**config.mk**
```make
export PLATFORM = sky130hd
export DESIGN_NAME = branch_predictor_unit
export DESIGN_NICKNAME = d
export VERILOG_FILES = /design/src/rtl/branch_predictor_unit.sv
export SDC_FILE = /design/constraint.sdc
export NUM_CORES = 2
export LEC_CHECK = 0
export BUFFER_PORTS_ARGS = -buffer_cell sky130_fd_sc_hd__buf_2
export CORE_ASPECT_RATIO = 1.5
export CORE_MARGIN = 5
export CORE_UTILIZATION = 25
export DETAILED_ROUTE_END_ITERATION = 10
export SETUP_SLACK_MARGIN = 0.15
export SLEW_MARGIN = 20
export SYNTH_ARGS = -nofsm -noshare
export SYNTH_HDL_FRONTEND = slang
export SYNTH_SLANG_ARGS = --single-unit
```
**constraint.sdc**
```tcl
create_clock -name CLK -period 11.9 [get_ports CLK]
set_input_delay 1.19 -clock CLK [delete_from_list [all_inputs] [get_ports CLK]]
set_output_delay 1.19 -clock CLK [all_outputs]
set_load 0.05 [all_outputs]
```
**src/rtl/branch_predictor_unit.sv**
```systemverilog
`default_nettype none
// ============================================================================
//  Module      : branch_predictor_unit
//  Description : Direct-mapped branch target buffer with 2-bit saturating
//                counters, zero-latency lookup for fetch and branch
//                resolution / mispredict detection for the EX stage.
//                Optional performance counters are enabled by defining
//                the macro BPU_PERF_CNT_EN.
//  Revision    : 1.0 - initial release
// ============================================================================
module branch_predictor_unit #(
   parameter int ENTRIES = 16,
   parameter int XLEN    = 32
) (
   input  logic            CLK,
   input  logic            RESET,
   // fetch-side lookup
   input  logic [XLEN-1:0] if_pc,
   output logic            pred_taken,
   output logic [XLEN-1:0] pred_target,
   // EX-side resolution
   input  logic            ex_valid,
   input  logic            ex_branch,
   input  logic            ex_jump,
   input  logic [XLEN-1:0] ex_pc,
   input  logic [2:0]      ex_func3,
   input  logic [XLEN-1:0] ex_data1,
   input  logic [XLEN-1:0] ex_data2,
   input  logic [XLEN-1:0] ex_target,
   input  logic            ex_pred_taken,
   input  logic [XLEN-1:0] ex_pred_target,
   output logic            flush,
   output logic [XLEN-1:0] redirect_pc
`ifdef BPU_PERF_CNT_EN
   ,
   output logic [31:0]     perf_branches,
   output logic [31:0]     perf_mispredicts
`endif
);

   localparam int IDXW = $clog2(ENTRIES);
   localparam int TAGW = XLEN - IDXW - 2;

   logic            tbl_valid  [ENTRIES];
   logic [TAGW-1:0] tbl_tag    [ENTRIES];
   logic [XLEN-1:0] tbl_target [ENTRIES];
   logic [1:0]      tbl_ctr    [ENTRIES];

   logic [IDXW-1:0] if_idx, ex_idx;
   logic [TAGW-1:0] if_tag, ex_tag;
   logic            if_hit, ex_hit;
   logic            actual_taken;
   logic            update_en;
   logic            unused_ok;

   assign if_idx = if_pc[IDXW+1:2];
   assign if_tag = if_pc[XLEN-1:IDXW+2];
   assign ex_idx = ex_pc[IDXW+1:2];
   assign ex_tag = ex_pc[XLEN-1:IDXW+2];

   // Word-aligned PCs: the low two bits never select an entry.
   assign unused_ok = &{1'b0, if_pc[1:0], ex_pc[1:0]};

   // Lookup reads the array directly, so a same-cycle update is not visible.
   assign if_hit      = tbl_valid[if_idx] && (tbl_tag[if_idx] == if_tag);
   assign pred_taken  = if_hit && tbl_ctr[if_idx][1];
   assign pred_target = if_hit ? tbl_target[if_idx] : if_pc + XLEN'(4);

   assign ex_hit    = tbl_valid[ex_idx] && (tbl_tag[ex_idx] == ex_tag);
   assign update_en = ex_valid && (ex_branch || ex_jump) && !RESET;

   // Resolve the real outcome; conditional branch wins over jump.
   always_comb begin
      actual_taken = 1'b0;
      if (ex_branch) begin
         case (ex_func3)
            3'b000:  actual_taken = (ex_data1 == ex_data2);
            3'b001:  actual_taken = (ex_data1 != ex_data2);
            3'b100:  actual_taken = ($signed(ex_data1) <  $signed(ex_data2));
            3'b101:  actual_taken = ($signed(ex_data1) >= $signed(ex_data2));
            3'b110:  actual_taken = (ex_data1 <  ex_data2);
            3'b111:  actual_taken = (ex_data1 >= ex_data2);
            default: actual_taken = 1'b0;
         endcase
      end else if (ex_jump) begin
         actual_taken = 1'b1;
      end
   end

   assign flush = update_en &&
                  ((actual_taken != ex_pred_taken) ||
                   (actual_taken && (ex_target != ex_pred_target)));

   assign redirect_pc = actual_taken ? ex_target : ex_pc + XLEN'(4);

   // Table maintenance: clear on reset, train/allocate on resolved control flow.
   always_ff @(posedge CLK) begin
      if (RESET) begin
         for (int i = 0; i < ENTRIES; i++) begin
            tbl_valid[i] <= 1'b0;
            tbl_ctr[i]   <= 2'd1;
         end
      end else if (update_en) begin
         if (ex_hit) begin
            if (actual_taken) begin
               if (tbl_ctr[ex_idx] != 2'd3)
                  tbl_ctr[ex_idx] <= tbl_ctr[ex_idx] + 2'd1;
               tbl_target[ex_idx] <= ex_target;
            end else if (tbl_ctr[ex_idx] != 2'd0) begin
               tbl_ctr[ex_idx] <= tbl_ctr[ex_idx] - 2'd1;
            end
         end else if (actual_taken) begin
            tbl_valid[ex_idx]  <= 1'b1;
            tbl_tag[ex_idx]    <= ex_tag;
            tbl_target[ex_idx] <= ex_target;
            tbl_ctr[ex_idx]    <= ex_branch ? 2'd2 : 2'd3;
         end
      end
   end

`ifdef BPU_PERF_CNT_EN
   // Event counters: resolved control-flow instructions and mispredict flushes.
   always_ff @(posedge CLK) begin
      if (RESET) begin
         perf_branches    <= 32'd0;
         perf_mispredicts <= 32'd0;
      end else begin
         if (update_en) perf_branches    <= perf_branches + 32'd1;
         if (flush)     perf_mispredicts <= perf_mispredicts + 32'd1;
      end
   end
`endif

endmodule
`default_nettype wire

```
==> impl_metrics.tcl <==
set metrics [dict create \
    drcViolationCount 0 \
    cts-hold-fix-buffers 0 \
    pre_cts_slack_ns 4.50 \
    layout_setup_ws_ns 5.06 \
    min_path_type "reg2reg" \
    synth_edf_count 960 \
    coreArea_um2 177000 \
    nets 2861 \
    stdcell_area_um2 51500 \
    synth_flop_cell "edfxtp_1" \
    cts.clk_slew.worst_paths_ns 0.06 \
    tritoncts "built" \
    ff2ff_path_depth 9 \
    vias_per_cell 5.04 \
    ir_worst_vdd_v 0.000114 \
    path_class "in2out" \
    drv_slew 0 \
    yosysWarnings 0 \
    antenna_found_initial 41 \
    regArea_um2 29100 \
    io_pins 267 \
    ctsResizeCount 0 \
    cts_setup_buffers 0 \
    routed_wirelength_mm 136 \
    worst_pin_slew_ns 1.15 \
    place_area_um2 48600 \
    async_reset_ff_share_pct 0 \
    powerDensity_nw_per_um2 143 \
    avgRoutedWirePerCell_um 27.1 \
    synth.most_common_cell "edfxtp_1" \
    p_int_uw 5610 \
    num_vias 25187 \
    finalNonFillerCells 4996 \
    critPathRequiredTime_ns 10.71 \
    cp_max_fo 68 \
    gr-total-overflow 0 \
    hold_path_depth 2 \
    avgSynthCellArea_um2 18.8 \
    grtUsageTotal_pct 14.1 \
    yosysUniqueCellTypes 61 \
    dp_hpwl_mm 88.4 \
    grt_pass1_vias 25416 \
    end_kind "primary output" \
    power_frac_comb_pct 10.2 \
    synth_top_area_share_pct 64.9 \
    fin_crit_sh_pct 57.5 \
    critPathArrivalTime_ns 5.65 \
    relSlewSlack_pct 22.9 \
    globalplace.congestion 0.934 \
    cts_root_buffer "clkbuf_16" \
    hold_viol 0 \
    ys_seq_area_share_pct 65.6 \
    max-cap-violations 0 \
    yosysTopAreaCell "edfxtp_1" \
    fin_worst_skew_ns 0.0219 \
    fmax_mhz 146 \
    grt_pass1_wl_mm 191 \
    setup_viol 0 \
    synth_commonest_cells "960 x edfxtp_1, 400 x mux4_2, 99 x nand2_1, 98 x nor2_1, 83 x xnor2_1" \
    fin_setup_tns_ns 0 \
    drtAntennaViolNets 0 \
    rsz0062_at_grt "false" \
    area_delta_synth_final_pct 16.0 \
    die_w_um 354 \
    start_kind "primary input" \
    r2r_slack_ns 7.42 \
    power_frac_seq_pct 51.7 \
    leakage_uw 0.0163 \
    syn_nets 2603 \
    status "finished clean" \
    die-area_um2 186000 \
    firstDrtPassIters 5 \
    initial_core_util_pct 25.1 \
    drtIter0Drc 2608 \
    clkPwrFrac_pct 38.1 \
    cts.sinks 976 \
    synth_cells 2365 \
    multi_input_area_um2 14700 \
    ys_top_cells_by_area "edfxtp_1 65%, mux4_2 20%, xnor2_1 1.6%, mux2i_1 1.4%, xor2_1 1.2%" \
    fin_crit_ns 6.84 \
    dp_cells 4823 \
    grt_start_max_net_pins 109 \
    swShare_pct 24.1 \
    io_buffers 266 \
    yosys_register_bits 976 \
    p_switching_uw 1780 \
    cts_buffers 89 \
    nFillCells 17419 \
    htree_num_levels 3 \
    clk_path_buf_depth 3 \
    drive_gt1_share_pct 33.0 \
    die_y_um 526 \
    clock_latency_ns 0.70 \
    rows 189 \
    netlist_area_um2 44400 \
]
-- power by group through the flow --
stage               logic (µW)  clock network [µW]  registers [µW]
global placement           751                   0            3890
finish                     755                2820            3820
CTS                        757                2870            3820
floorplan                  449                   0            3890
detailed placement         755                   0            3890
global route               793                3010            3820
-- stage by stage --
step | power [µW] | utilization (%) | hold slack (ns)
after CTS | 7440 | 29.1 | 0.487
after global placement | 4640 | 27.5 | 0.467
after global routing | 7620 | 29.1 | 0.506
after detailed placement | 4650 | 27.5 | 0.476
after floorplan | 4340 | - | 0.459
final | 7390 | 29.1 | 0.486
-- cells by family (layout without fill, tap and decap cells) --
kind of cell             count (synthesis)  after routing  share of synthesized area (%)
AO/OA/AOI/OAI                          204            204                           3.11
XOR/XNOR                               144            144                           2.84
adder cells (fa/ha/maj)                 37             37                           1.04
buffers and inverters                  203            530                           1.94
flip-flops                             976            976                           65.6
multiplexers                           470            470                           21.9
other                                    0             12                              0
AND/OR/NAND/NOR                        331            331                           3.57
-- worst max-delay path, stage by stage --
cell     delay (ns)
buf_8          0.46
buf_12         0.40
buf_16         0.49
mux4_2         0.59
mux4_2         0.55
xnor2_1        0.31
nand4_1        0.17
nor4_1         0.26
nand4_1        0.12
buf_4          0.34
a21oi_1        0.26
buf_2          0.29
-- area by class of cell --
cell class / instances / share of cell area [%]
antenna: 12 / 0.0583
tap: 2292 / 5.57
sequential: 976 / 56.6
clock inverter: 49 / 0.962
clock buffer: 111 / 4.50
inverter: 56 / 0.408
timing repair buffer: 314 / 3.45
multi-input combinational: 1186 / 28.5
-- flip-flops by register name, indices dropped and copies added (netlist names) --
| name | cells |
|---|---|
| tbl_ctr | 32 |
| tbl_valid | 16 |
| tbl_tag | 416 |
| tbl_target | 512 |
-- placed cells by master, fill, tap and decap left out, drive strengths merged, types with 16 or more instances in the layout --
master  count
nand2      99
buf       314
xnor2      83
a22oi      18
o21ai      38
o22ai      16
a21oi      41
clkbuf    111
nand4      46
nand3      25
edfxtp    960
inv        61
mux4      400
a21o       20
mux2i      64
ha         37
dfxtp      16
nor2       98
xor2       61
clkinv     35
-- final timing paths --
check | to | start
worst max register to register | tbl_tag[11][4] | tbl_tag[0][6]
worst min register to register | tbl_valid[6] | tbl_valid[6]
worst min-delay path | tbl_valid[6] | tbl_valid[6]
worst max-delay path | pred_target[26] | if_pc[2]
-- layer usage --
metal / global-route usage [%] / vias to the layer above / wire [µm]
met5: 0 / - / 150
met4: 4.04 / 24 / 3350
met3: 3.51 / 181 / 11800
met2: 23.9 / 1129 / 67100
met1: 18.0 / 13515 / 53100
li1: - / 10338 / -
No activity file was read; power rests on OpenSTA's default activity.
